<file path="config.mk">
export PLATFORM = sky130hd
export DESIGN_NAME = add_share_ctrl
export DESIGN_NICKNAME = d
export VERILOG_FILES = /design/src/rtl/add_share_ctrl_pkg.sv /design/src/rtl/add_share_ctrl_rr_pick.sv /design/src/rtl/add_share_ctrl.sv
export SDC_FILE = /design/constraint.sdc
export NUM_CORES = 1
export LEC_CHECK = 0
export BUFFER_PORTS_ARGS = -buffer_cell sky130_fd_sc_hd__buf_2
export CORE_ASPECT_RATIO = 0.5
export CORE_MARGIN = 5
export CORE_UTILIZATION = 46
export DETAILED_ROUTE_END_ITERATION = 12
export GPL_ROUTABILITY_DRIVEN = 0
export GPL_TIMING_DRIVEN = 0
export PLACE_DENSITY = 0.76
export SYNTH_ARGS = -nofsm -noshare
export SYNTH_HDL_FRONTEND = slang
export SYNTH_HIERARCHICAL = 1
export SYNTH_SLANG_ARGS = --single-unit
</file>
<file path="constraint.sdc">
create_clock -name clk -period 1.95 [get_ports clk]
set_input_delay 0.0975 -clock clk [delete_from_list [all_inputs] [get_ports clk]]
set_output_delay 0.0975 -clock clk [all_outputs]
set_load 0.02 [all_outputs]
</file>
<file path="src/rtl/add_share_ctrl_pkg.sv">
// Shared types and constants for the four-way shared 8-bit adder controller.
package add_share_ctrl_pkg;

   localparam int unsigned W     = 8;
   localparam int unsigned N_REQ = 4;
   localparam int unsigned ID_W  = 2;
   localparam int unsigned BUS_W = W * N_REQ;

   typedef enum logic [1:0] {
      IDLE = 2'd0,
      CALC = 2'd1,
      DONE = 2'd2
   } state_t;

   // Operand pair latched from the winning requester
   typedef struct packed {
      logic [W-1:0] a;
      logic [W-1:0] b;
   } operands_t;

   function automatic logic [N_REQ-1:0] id_onehot(input logic [ID_W-1:0] id);
      return N_REQ'(1) << id;
   endfunction

endpackage

</file>
<file path="src/rtl/add_share_ctrl_rr_pick.sv">
// Round-robin winner search: first set request at or above ptr, wrapping modulo N_REQ.
module add_share_ctrl_rr_pick
   import add_share_ctrl_pkg::*;
(
   input  logic [N_REQ-1:0] req,
   input  logic [ID_W-1:0]  ptr,
   output logic             any,
   output logic [ID_W-1:0]  win_id
);

   logic [ID_W-1:0] idx;

   // Scan from farthest to nearest offset so the nearest set bit wins
   always_comb begin
      any    = 1'b0;
      win_id = '0;
      idx    = '0;
      for (int i = N_REQ - 1; i >= 0; i--) begin
         idx = ptr + ID_W'(i);
         if (req[idx]) begin
            any    = 1'b1;
            win_id = idx;
         end
      end
   end

endmodule

</file>
<file path="src/rtl/add_share_ctrl.sv">
// Round-robin controller sharing one 8-bit adder among four requesters; one result per 3 cycles.
module add_share_ctrl
   import add_share_ctrl_pkg::*;
(
   input  logic              clk,
   input  logic              reset_n,
   input  logic [N_REQ-1:0]  req,
   input  logic [BUS_W-1:0]  in1_bus,
   input  logic [BUS_W-1:0]  in2_bus,
   output logic [N_REQ-1:0]  grant,
   output logic              busy,
   output logic              done,
   output logic [W-1:0]      out,
   output logic              carry,
   output logic [ID_W-1:0]   out_id,
   output logic [W-1:0]      op_count
);

   state_t           state, state_nxt;
   logic [ID_W-1:0]  ptr_q, ptr_nxt;
   logic [ID_W-1:0]  win_q, win_nxt;
   operands_t        ops_q, ops_nxt;
   logic [W-1:0]     sum_q, sum_nxt;
   logic             cy_q, cy_nxt;

   logic [N_REQ-1:0] grant_nxt;
   logic             busy_nxt;
   logic             done_nxt;
   logic [W-1:0]     out_nxt;
   logic             carry_nxt;
   logic [ID_W-1:0]  out_id_nxt;
   logic [W-1:0]     op_count_nxt;

   logic             pick_any;
   logic [ID_W-1:0]  pick_id;

   add_share_ctrl_rr_pick u_rr_pick (
      .req    (req),
      .ptr    (ptr_q),
      .any    (pick_any),
      .win_id (pick_id)
   );

   // State register
   always_ff @(posedge clk or negedge reset_n) begin
      if (!reset_n) begin
         state <= IDLE;
      end else begin
         state <= state_nxt;
      end
   end

   // Next-state and next-value logic; result fields publish on the edge that leaves DONE
   always_comb begin
      state_nxt    = state;
      ptr_nxt      = ptr_q;
      win_nxt      = win_q;
      ops_nxt      = ops_q;
      sum_nxt      = sum_q;
      cy_nxt       = cy_q;
      grant_nxt    = grant;
      done_nxt     = 1'b0;
      out_nxt      = out;
      carry_nxt    = carry;
      out_id_nxt   = out_id;
      op_count_nxt = op_count;

      case (state)
         IDLE: begin
            if (pick_any) begin
               win_nxt   = pick_id;
               ops_nxt.a = in1_bus[pick_id*W +: W];
               ops_nxt.b = in2_bus[pick_id*W +: W];
               grant_nxt = id_onehot(pick_id);
               state_nxt = CALC;
            end
         end
         CALC: begin
            {cy_nxt, sum_nxt} = (W+1)'(ops_q.a) + (W+1)'(ops_q.b);
            state_nxt         = DONE;
         end
         DONE: begin
            done_nxt     = 1'b1;
            out_nxt      = sum_q;
            carry_nxt    = cy_q;
            out_id_nxt   = win_q;
            ptr_nxt      = win_q + ID_W'(1);
            op_count_nxt = op_count + W'(1);
            grant_nxt    = '0;
            state_nxt    = IDLE;
         end
         default: begin
            grant_nxt = '0;
            state_nxt = IDLE;
         end
      endcase

      busy_nxt = (state_nxt != IDLE);
   end

   // Datapath and output registers
   always_ff @(posedge clk or negedge reset_n) begin
      if (!reset_n) begin
         ptr_q    <= '0;
         win_q    <= '0;
         ops_q    <= '0;
         sum_q    <= '0;
         cy_q     <= 1'b0;
         grant    <= '0;
         busy     <= 1'b0;
         done     <= 1'b0;
         out      <= '0;
         carry    <= 1'b0;
         out_id   <= '0;
         op_count <= '0;
      end else begin
         ptr_q    <= ptr_nxt;
         win_q    <= win_nxt;
         ops_q    <= ops_nxt;
         sum_q    <= sum_nxt;
         cy_q     <= cy_nxt;
         grant    <= grant_nxt;
         busy     <= busy_nxt;
         done     <= done_nxt;
         out      <= out_nxt;
         carry    <= carry_nxt;
         out_id   <= out_id_nxt;
         op_count <= op_count_nxt;
      end
   end

endmodule

</file>
Word level (Yosys, flattened, before mapping)
Index checks and enable logic that the tools add are counted.
{ "op_classes": {"addsub": 6, "n_mul": 0, "div_mod_pow": 0, "n_lt_le_gt_ge": 4, "eq_ne": 3, "n_shift": 3, "mux": 21, "bitwise_logic": 1, "reduce_logical": 4} }
{ "ops": {"columns": ["op", "n"], "rows": [
  ["$shiftx A32 B6 Y8", 2],
  ["$lt A2 B3 Y1 const B", 4],
  ["$mux W2", 5],
  ["$add A8 B8 Y9", 1],
  ["$mux W1", 9],
  ["$add A8 B1 Y8 const B", 1],
  ["$bmux W1 S2", 4],
  ["$pmux W4 S2", 1],
  ["$add A2 B1 Y2 const B", 2],
  ["$add A2 B2 Y2 const B", 2],
  ["$mux W4", 1],
  ["$pmux W2 S2", 1],
  ["$reduce_and A2 Y1", 2],
  ["$shl A1 B2 Y4 const A", 1],
  ["$eq A2 B1 Y1 const B", 1],
  ["$eq A2 B2 Y1 const B", 1],
  ["$logic_not A2 Y1", 1],
  ["$ne A2 B2 Y1 const B", 1],
  ["$reduce_bool A2 Y1", 1],
  ["$not A1 Y1", 1]
]} }
{ "word_totals": {"ff_bits": 56, "latch_bits": 0, "mem_bits_rw": 0, "mem_bits_ro": 0, "input_bits": 70, "wordCells": 56, "n_memories": 0} }

Depth between registers and ports, before layout
Gate-level depths: netlist of the first run.
{ "logic_depth": {"ltp_word": 10, "depth_mapped": 8, "depth_no_buf": 7} }

Hierarchy
The synthesis of the first run kept the hierarchy.
{ "modules_own_cells": {"columns": ["mod", "n_inst", "cells_per_inst", "area_per_inst_um2", "seq_area_each_um2"], "rows": [
  ["add_share_ctrl", 1, 238, 2879.0, 1401.3],
  ["add_share_ctrl_rr_pick", 1, 13, 77.6, 0.0]
]} }

Least setup slack after synthesis of the first run
Ideal clock, no wire load.
{ "synth_timing": {"kind": "reg2reg", "startpoint": "register ptr_q[1]", "endpoint": "register ops_q[1] (netlist bit)", "setup_time_ns": 0.125, "arrival_time_ns": 1.870, "setup_slack_ns": -0.044, "stages_incl_launch_ff": 6, "path_buffers": 1, "period_less_slack_ns": 1.994, "cell_sequence": "dfrtp_1 -> mux2i_1 -> a211oi_2 -> buf_4 -> mux4_2 -> mux2_2"} }
{ "synth_via": {"elab_chain_len": 8, "word_cells_on_any_way": 21, "cone_classes": "add/sub (3); shift (1); mux (16); reduce/logical (1)"} }
{ "synth_lines": {"columns": ["item", "line", "source"], "rows": [
  ["start: declaration", "add_share_ctrl.sv:20", "logic [ID_W-1:0] ptr_q, ptr_nxt;"],
  ["start signal: assignment", "add_share_ctrl.sv:117", "ptr_q <= ptr_nxt;"],
  ["$add A2 B2 Y2", "add_share_ctrl_rr_pick.sv:19", "idx = ptr + ID_W'(i);"],
  ["$bmux W1 S2", "add_share_ctrl_rr_pick.sv:20", "if (req[idx]) begin"],
  ["$mux W1 (implied by the code)", "add_share_ctrl_rr_pick.sv:20", null],
  ["$mux W2 (3 in a row)", "add_share_ctrl_rr_pick.sv:20", null],
  ["$mux W2 (*)", "add_share_ctrl_rr_pick.sv:20", null],
  ["via pick_id[0]", "add_share_ctrl.sv:35", "logic [ID_W-1:0] pick_id;"],
  ["$shiftx A32 B6 Y8 (*)", "add_share_ctrl.sv:73", "ops_nxt.b = in2_bus[pick_id*W +: W];"],
  ["end signal: assignment", "add_share_ctrl.sv:119", "ops_q <= ops_nxt;"],
  ["end: declaration", "add_share_ctrl.sv:22", "operands_t ops_q, ops_nxt;"]
]} }
The timed path passes the listed nets; every way through them passes the cells marked *. The select of a mux whose other input is x is not followed.
A chain may end at the register's enable or synchronous reset.

Worst setup path after layout of the first run
{ "layout_timing": {"startpoint": "register ptr_q[1]", "endpoint": "register ops_q[14] (netlist bit)"} }
{ "layout_via": {"elab_chain_len": 8, "word_cells_on_any_way": 21, "cone_classes": "add/sub (3); shift (1); mux (16); reduce/logical (1)"} }
{ "layout_lines": {"columns": ["item", "line", "source"], "rows": [
  ["$add A2 B2 Y2", "add_share_ctrl_rr_pick.sv:19", null],
  ["$bmux W1 S2", "add_share_ctrl_rr_pick.sv:20", null],
  ["$mux W1 (implied by the code)", "add_share_ctrl_rr_pick.sv:20", null],
  ["$mux W2 (3 in a row)", "add_share_ctrl_rr_pick.sv:20", null],
  ["$mux W2 (*)", "add_share_ctrl_rr_pick.sv:20", null],
  ["via pick_id[1]", "add_share_ctrl.sv:35", null],
  ["$shiftx A32 B6 Y8 (*)", "add_share_ctrl.sv:72", "ops_nxt.a = in1_bus[pick_id*W +: W];"]
]} }
Marked as above.

==> results of run 1 <==
how the worst min path moves through the flow:
| stage | startpoint | to | slack (ps) | cells after the start |
|---|---|---|---|---|
| finish | reset_n | grant[1] | 70 | 1 |
| global route | reset_n | ops_q[0] | 180 | 1 |
| CTS | reset_n | ops_q[4] | 120 | 1 |
| detailed placement | reset_n | grant[1] | 420 | 1 |
| global placement | reset_n | grant[3] | 410 | 1 |
| floorplan | reset_n | busy | -200 | 0 |
state kept, by name, summed over array words and instances, names as in the netlist:
register	count
ops_q	16
op_count	8
out	8
sum_q	8
grant	4
out_id	2
ptr_q	2
state	2
win_q	2
busy	1
carry	1
cy_q	1
done	1
report_power, final:
group          switching, mW  internal (mW)
logic                   1.96           1.93
registers              0.432           1.72
clock network          0.373          0.728
total                   2.77           4.38
per-stage QoR:
| stage | power (mW) | cells |
|---|---|---|
| floorplan | 4.56 | 251 |
| global placement | 5.31 | 433 |
| detailed placement | 5.46 | 433 |
| CTS | 6.96 | 443 |
| global route | 7.68 | 446 |
| finish | 7.14 | 446 |
what timing repair did:
action / 4_1_cts / 5_1_grt
endpoints found under the hold margin: 0 / 0
buffers inserted: 3 / 2
gates resized for setup: 32 / 8
cloned: 0 / 1
setup endpoints to repair: 18 / 18
pin swaps: 2 / 2
placed cells by master, fill, tap and decap left out, types with 4 or more instances in the layout:
cell type	netlist	routed
a211oi_1	6	4
a21oi_1	5	4
buf_2	2	96
buf_4	4	7
clkbuf_16	0	6
dfrtp_1	56	55
ha_1	9	8
mux2_4	0	15
mux4_2	13	16
nand2_1	52	52
nand3_1	4	4
nor2_1	12	10
nor3_1	4	4
nor3b_1	5	5
o21ai_0	8	8
xnor2_1	9	9
worst reg2reg max path, cell delays in order, from the launching register on:
cell and delay [ps]:
dfrtp_2 450, nor3b_1 240, a211oi_1 110, nor2_2 230, clkbuf_4 270, mux4_2 320, mux2_4 270
cells by family after synthesis:
kind of cell	count (synthesis)	share of synthesized area [%]
AO/OA/AOI/OAI	34	7.91
adder cells (fa/ha/maj)	10	4.49
AND/OR/NAND/NOR	92	14.8
flip-flops	56	47.4
buffers and inverters	15	3.00
XOR/XNOR	9	2.67
multiplexers	35	19.8
area by class of cell:
class	count	area, µm²	area share (%)
repair buffers	100	537	13.7
well taps	88	110	2.82
flip-flops and latches	56	1400	35.9
multi-input cells	180	1560	39.9
clock buffers	5	125	3.20
plain buffers	12	105	2.69
inverters	3	11.3	0.288
clock inverters	2	60.1	1.54
routing by layer:
layer  vias to the layer above  global-route usage [%]
li1                       1124                       -
met1                      1137                    25.5
met2                        73                    31.0
met3                         6                    4.24
met4                         0                    3.86
met5                         -                       0
==> metrics.yaml, run 1 <==
worst_setup_path:
  worstSetupPathType: "reg2reg"
  rr_startpoint: "ptr_q[1]"
  ff2ff_setup_slack_ps: -60
  arrival_ps: 2170
  r2r_cells: 6
  critPathMaxStageDelay_ps: 450
  cp-startpoint: "ptr_q[1]"
  endpoint_kind: "flop"
  cp_cell_sequence: "nor3b_1 > a211oi_1 > nor2_2 > clkbuf_4 > mux4_2 > mux2_4"
  path_depth: 6
  required_ps: 2110
  timing.rr.end: "ops_q[14]"
  endpoint: "ops_q[14]"
  cp_top_family: "multiplexers"
  crit_slowest_cell: "dfrtp_2"
  crit_fanout: 10
  worst-path-buf-inv: 1
  worstSetupStartpointType: "flop"
synth:
  synth_warnings: 6
  synth-main-ff-cell: "dfrtp_1"
  synth_top_area_share_pct: 47.4
  synthMostInstantiatedCell: "dfrtp_1"
  synth-async-reset-ratio_pct: 100
  synth_nets: 331
  synth_cells: 251
  yosys-top-cells-area: "dfrtp_1, mux4_2, mux2_2"
  synth-seq-cells: 56
  ys_top_cells_by_count: "dfrtp_1, nand2_1, mux2_2"
  avgSynthCellArea_um2: 11.8
  synth_top_area_cell: "dfrtp_1"
  synth_edf_count: 0
  ys_seq_area_share_pct: 47.4
  mappedNetlistArea_um2: 2960
  yosysUniqueCellTypes: 41
floorplan:
  rows: 20
  initial_utilization_pct: 48.0
  coreArea_um2: 6160
  die_area_um2: 8230
  top_level_ports: 95
  fp.dieW_um: 123
  die_h_um: 66.7
grt:
  grt_pass1_vias: 2443
  grt_pass1_wl_mm: 12.0
  gr-total-overflow: 0
  grt_start_max_net_pins: 57
  grt_usage_pct: 18.8
  antenna_found_initial: 0
placement:
  dp_hpwl_mm: 5.36
  io_buffers: 94
  place_ws_ps: -384
  place_area_um2: 3540
sta:
  fmax_mhz: 497
  setup_tns_ps: -742
  timing.final.ws_setup_ps: -60.2
  worst_pin_slew_ps: 1210
  finalSetupViolCount: 16
  fin_crit_sh_pct: 103
  drv_slew: 0
  hold-worst-slack_ps: 71.4
  skew_ps: 5.88
  rsz0062_at_grt: "yes"
  hold_viol_final: 0
  final.min_clock_period_ps: 2010
  maxSlewHeadroom_pct: 19.1
cells_and_area:
  final_cell_area_um2: 3910
  drive_gt1_share_pct: 46.1
  fillers: 501
  finalNetCount: 438
  utilization_pct: 63.5
  antennaDiodeCount: 0
  area_growth_pct: 32.3
detailed_routing:
  via_count: 2340
  route.met3.wl_um: 459
  drt-total-wl_mm: 7.33
  highest_layer: "met4"
  antenna_left: 0
  drt_iter0_drc: 99
  routed-wl-met2_mm: 3.47
  firstDrtPassIters: 4
  drc_errors: 0
  via_per_inst: 5.25
  wire_per_inst_um: 16.4
  wl_met1_mm: 3.34
clocking:
  path_clk_slew_ps: 70
  hold_buffers: 0
  cts-root-buf: "clkbuf_16"
  cts_buffers: 5
  htree_levels: 2
  worstSkewPairLatency_ps: 280
  numClockSinks: 56
  clock_path_buffers: 2
  cts_tree: "yes"
power_and_ir_drop:
  power_density_nw_per_um2: 1830
  ir_worst_vdd_v: 0.000783
  cellLeakagePower_nw: 1.92
outcome:
  violations: "setup timing"
  status: "finished with violations"
job:
  max_cap_violations: 0
hold_path:
  hp-class: "in2async"
Power figures use the tool's default switching activity.
==> run 2: changes to the inputs <==
- BUFFER_PORTS_ARGS: -buffer_cell sky130_fd_sc_hd__buf_2 -> -buffer_cell sky130_fd_sc_hd__buf_4
- PLACE_DENSITY: 0.76 -> 0.81
==> run 2 against run 1 <==
  * The run still ends with setup timing left
  * Non-clock buffer count fell by 1
  * Critical path depth unchanged
  * Maximum frequency is 6.2% lower
  * Wire length increased by 4.7%
  * Register-to-register slack got worse by 130 ps
  * Sequential cell count did not move
  * Cell area is 3.9% higher
  * Worst hold slack improved by 180 ps
  * Combinational power barely moved
  * Utilization increased by 2.5 points
  * Critical path type unchanged
==> metrics.yaml, run 2 (synthesis results as in run 1) <==
outcome:
  status: "finished with violations"
  violations: "setup timing"
worst_setup_path:
  critPathMaxStageDelay_ps: 510
  timing.rr.end: "ops_q[10]"
  crit_slowest_cell: "mux4_2"
  rr_startpoint: "ptr_q[1]"
  cp_cell_sequence: "mux2i_1 > a211oi_2 > buf_4 > clkbuf_16 > mux4_2 > mux2_4"
  endpoint_kind: "flop"
  r2r_cells: 6
  ff2ff_setup_slack_ps: -190
  crit_fanout: 6
  worstSetupStartpointType: "flop"
  arrival_ps: 2330
  cp-startpoint: "ptr_q[1]"
  worstSetupPathType: "reg2reg"
  required_ps: 2130
detailed_routing:
  antenna_left: 0
  via_count: 2386
  drt-total-wl_mm: 7.67
  drt_iter0_drc: 127
  via_per_inst: 5.35
  wire_per_inst_um: 17.2
  drc_errors: 0
  firstDrtPassIters: 4
hold_path:
  min_to: "ops_q[13]"
  hp-class: "in2reg"
  hold_start: "in1_bus[5]"
  hold_depth: 3
cells_and_area:
  top_register: "ops_q"
  layout.cells.most_common_list: "buf_4, dfrtp_1, nand2_1, mux4_2"
  finalNetCount: 437
  antennaDiodeCount: 0
  area_growth_pct: 37.5
  layout_commonest_cell: "buf_4"
  drive_gt1_share_pct: 44.4
  largest_reg_flops: 16
  final_cells: 446
sta:
  maxSlewHeadroom_pct: 53.2
  finalSetupViolCount: 16
  hold_viol_final: 0
  drv_slew: 0
  final.min_clock_period_ps: 2140
  skew_ps: 5.05
  worst_pin_slew_ps: 702
  fmax_mhz: 467
  timing.final.ws_setup_ps: -193
  rsz0062_at_grt: "yes"
  fin_crit_sh_pct: 110
  setup_tns_ps: -2120
job:
  max_cap_violations: 0
clocking:
  clock_path_buffers: 2
  cts-root-buf: "clkbuf_16"
  htree_levels: 2
  cts_buffers: 5
  numClockSinks: 56
  worstSkewPairLatency_ps: 290
  path_clk_slew_ps: 70
  cts_tree: "yes"
floorplan:
  coreArea_um2: 6160
  die_area_um2: 8230
  top_level_ports: 95
  fp.dieW_um: 123
  die_h_um: 66.7
  rows: 20
  initial_utilization_pct: 48.0
grt:
  grt_start_max_net_pins: 57
  grt_pass1_wl_mm: 11.7
  grt_pass1_vias: 2453
  antenna_found_initial: 0
  gr-total-overflow: 0
  grt_usage_pct: 18.3
placement:
  io_buffers: 94
  dp_hpwl_mm: 5.60
  placed_cells: 433
  place_ws_ps: -276
power_and_ir_drop:
  power_density_nw_per_um2: 1720
  ir_worst_vdd_v: 0.000678
  cellLeakagePower_nw: 1.96
run 2: changes by cell type in the layout (fill, tap and decap cells not counted), moves of 2 or more:
cell	change
mux2_2	+4
buf_2	-92
bufinv_16	-2
mux2_4	-4
mux4_1	+3
buf_4	+93
mux4_2	-3
run 2: timing repair:
action                                 4_1_cts  5_1_grt
pin swaps                                    1        4
setup endpoints to repair                   18       18
endpoints found under the hold margin       56        0
gates cloned                                 0        1
hold buffers                                 1        0
buffers inserted                             2        1
gates resized for setup                      8       17
run 2: worst max-delay path: cells and delay by family (launching register included):
family,cells,cell delay (ps)
buffers and inverters,2,380
DFF,1,450
muxes,3,930
AOI/OAI and AO/OA,1,270
run 2: routing by layer:
| metal | wire length (µm) | global-route usage (%) | share of wire, % | vias up |
|---|---|---|---|---|
| li1 | - | - | - | 1120 |
| met1 | 3330 | 23.8 | 43 | 1164 |
| met5 | 0 | 0 | 0 | - |
| met3 | 502 | 3.82 | 6.5 | 15 |
| met4 | 153 | 5.79 | 2.0 | 0 |
| met2 | 3690 | 31.0 | 48 | 87 |
run 2: cell type report:
class | instances | area, µm²
repair buffers | 99 | 763
well taps | 88 | 110
clock inverters | 3 | 22.5
inverters | 3 | 11.3
clock buffers | 5 | 125
plain buffers | 12 | 92.6
flip-flops and latches | 56 | 1400
fillers | 475 | 2090
multi-input cells | 180 | 1540
run 2: where the power goes:
part           internal, mW  switching [mW]  total (mW)
clock network         0.482           0.434       0.916
logic                  1.96            1.94        3.90
registers              1.72           0.444        2.17
total                  4.16            2.82        6.98
run 2: through the flow:
stage | utilization, % | hold WS (ps) | power, mW | area (µm²)
after global placement | 61.3 | 181 | 5.46 | 3780
final | 66.0 | 249 | 6.98 | 4070
after global routing | 66.0 | 254 | 7.47 | 4070
after floorplan | - | -198 | 4.56 | 2960
after CTS | 64.5 | 242 | 6.65 | 3970
after detailed placement | 61.3 | 191 | 5.63 | 3780
run 2: worst max-delay path by stage:
stage	endpoint	cells after the start
5_1_grt	ops_q[10]	6
4_1_cts	ops_q[9]	7
3_3_place_gp	ops_q[12]	6
6_report	ops_q[10]	6
3_5_place_dp	ops_q[7]	6
2_1_floorplan	ops_q[12]	5
==> run 3: changes to the inputs <==
- CORE_MARGIN: 5 -> 1
==> run 3 against run 2 <==
  * Setup slack better by 130 ps
  * The run still ends with setup timing left
  * Die area fell by 18%
  * Clock skew is 1.4 ps lower
  * Critical path depth unchanged
  * Utilization increased by 1.2 points
  * Sequential power barely moved
  * Critical endpoint is now ops_q[12]
  * Critical path type unchanged
==> metrics.yaml, run 3 (synthesis results as in run 1) <==
outcome:
  status: "finished with violations"
  violations: "setup timing"
clocking:
  htree_levels: 2
  clock_path_buffers: 2
  numClockSinks: 56
  path_clk_slew_ps: 70
  cts_tree: "yes"
  worstSkewPairLatency_ps: 290
  cts_buffers: 5
  cts-root-buf: "clkbuf_16"
floorplan:
  fp.dieW_um: 115
  die_h_um: 58.7
  rows: 20
  initial_utilization_pct: 48.2
  die_area_um2: 6770
  top_level_ports: 95
  coreArea_um2: 6130
sta:
  drv_slew: 0
  maxSlewHeadroom_pct: 52.0
  hold_viol_final: 0
  fmax_mhz: 496
  fin_crit_sh_pct: 103
  skew_ps: 3.60
  finalSetupViolCount: 17
  final.min_clock_period_ps: 2020
  setup_tns_ps: -834
  worst_pin_slew_ps: 720
  timing.final.ws_setup_ps: -65.9
  rsz0062_at_grt: "yes"
worst_setup_path:
  required_ps: 2130
  crit_fanout: 10
  crit_slowest_cell: "dfrtp_2"
  arrival_ps: 2200
  critPathMaxStageDelay_ps: 460
  cp_cell_sequence: "nor3b_1 > a211oi_1 > nor2_1 > clkbuf_2 > mux4_2 > mux2_4"
  endpoint_kind: "flop"
  worstSetupPathType: "reg2reg"
  worstSetupStartpointType: "flop"
placement:
  io_buffers: 94
  dp_hpwl_mm: 5.21
cells_and_area:
  antennaDiodeCount: 0
  drive_gt1_share_pct: 46.2
  utilization_pct: 67.2
  area_growth_pct: 39.4
  finalNetCount: 438
  layout_commonest_cell: "buf_4"
  largest_reg_flops: 16
  layout.cells.most_common_list: "buf_4, dfrtp_1, nand2_1, mux4_2, mux2_4"
  top_register: "ops_q"
grt:
  gr-total-overflow: 0
  grt_pass1_vias: 2475
  grt_usage_pct: 23.5
  antenna_found_initial: 0
  grt_start_max_net_pins: 57
  grt_pass1_wl_mm: 12.0
detailed_routing:
  antenna_left: 0
  firstDrtPassIters: 4
  drt-total-wl_mm: 7.63
  via_count: 2428
  routed-wl-met2_mm: 3.57
  via_per_inst: 5.43
  wl_met1_mm: 3.56
  wire_per_inst_um: 17.1
  route.met3.wl_um: 455
  drt_iter0_drc: 140
  highest_layer: "met4"
  drc_errors: 0
hold_path:
  hp-class: "in2reg"
job:
  max_cap_violations: 0
power_and_ir_drop:
  ir_worst_vdd_v: 0.000697
  cellLeakagePower_nw: 1.98
  power_density_nw_per_um2: 1750
==> run 3: cell types whose count changed in the layout (fill, tap and decap cells not counted), sizes merged <==
cell / previous run / this run
buf: 108 / 107
clkbuf: 7 / 9
==> run 3: worst max-delay path, delay by kind of cell (launching register included) <==
kind                   cells  cell delay (ps)
DFF                        1              460
AOI/OAI and AO/OA          1               70
and+or+nand+nor            2              450
muxes                      2              620
buffers and inverters      1              300
==> run 3: layer usage <==
metal | up-vias | global-route usage [%]
met4 | 0 | 4.64
met3 | 7 | 4.43
met2 | 97 | 38.0
met1 | 1206 | 33.7
met5 | - | 0
li1 | 1118 | -
==> run 3: worst paths after layout <==
| kind | end | startpoint | cells after the start | slack [ps] |
|---|---|---|---|---|
| worst max-delay path | ops_q[12] | ptr_q[1] | 6 | -70 |
| worst min-delay path | ops_q[2] | in2_bus[18] | 3 | 250 |
| min in group asynchronous | out[1] | reset_n | 2 | 400 |
| worst min register to register | out[3] | sum_q[3] | 2 | 480 |
| worst max register to register | ops_q[12] | ptr_q[1] | 6 | -70 |
| max in group asynchronous | ptr_q[1] | reset_n | 2 | 1030 |
==> run 3: final cells by class <==
type                    instances  area, µm²
plain buffers                  12        103
clock inverters                 3       22.5
repair buffers                100        778
inverters                       3       11.3
clock buffers                   5        125
multi-input cells             180       1570
fillers                       446       2010
well taps                      88        110
flip-flops and latches         56       1400
==> run 3: metrics by stage <==
stage	instance area (µm²)	instances	total power, mW	hold WS, ps	setup slack [ps]
final	4120	447	7.19	250	-65.9
after global routing	4120	447	7.66	255	-171
after CTS	4040	445	6.84	252	-85.3
after detailed placement	3780	433	5.58	201	-304
after global placement	3780	433	5.46	173	-242
after floorplan	2960	251	4.56	-198	-35.8
==> run 3: repair_timing <==
action	CTS	global route
hold endpoints to repair	56	0
pin swaps	1	3
gates resized for setup	30	11
cloned	0	1
hold buffers	1	0
buffers inserted	3	1
endpoints found under the setup margin	18	19
==> run 3: report_power, final <==
group	internal, mW	switching, mW
combinational	2.10	2.01
sequential	1.72	0.461
clock	0.482	0.421
total	4.31	2.89
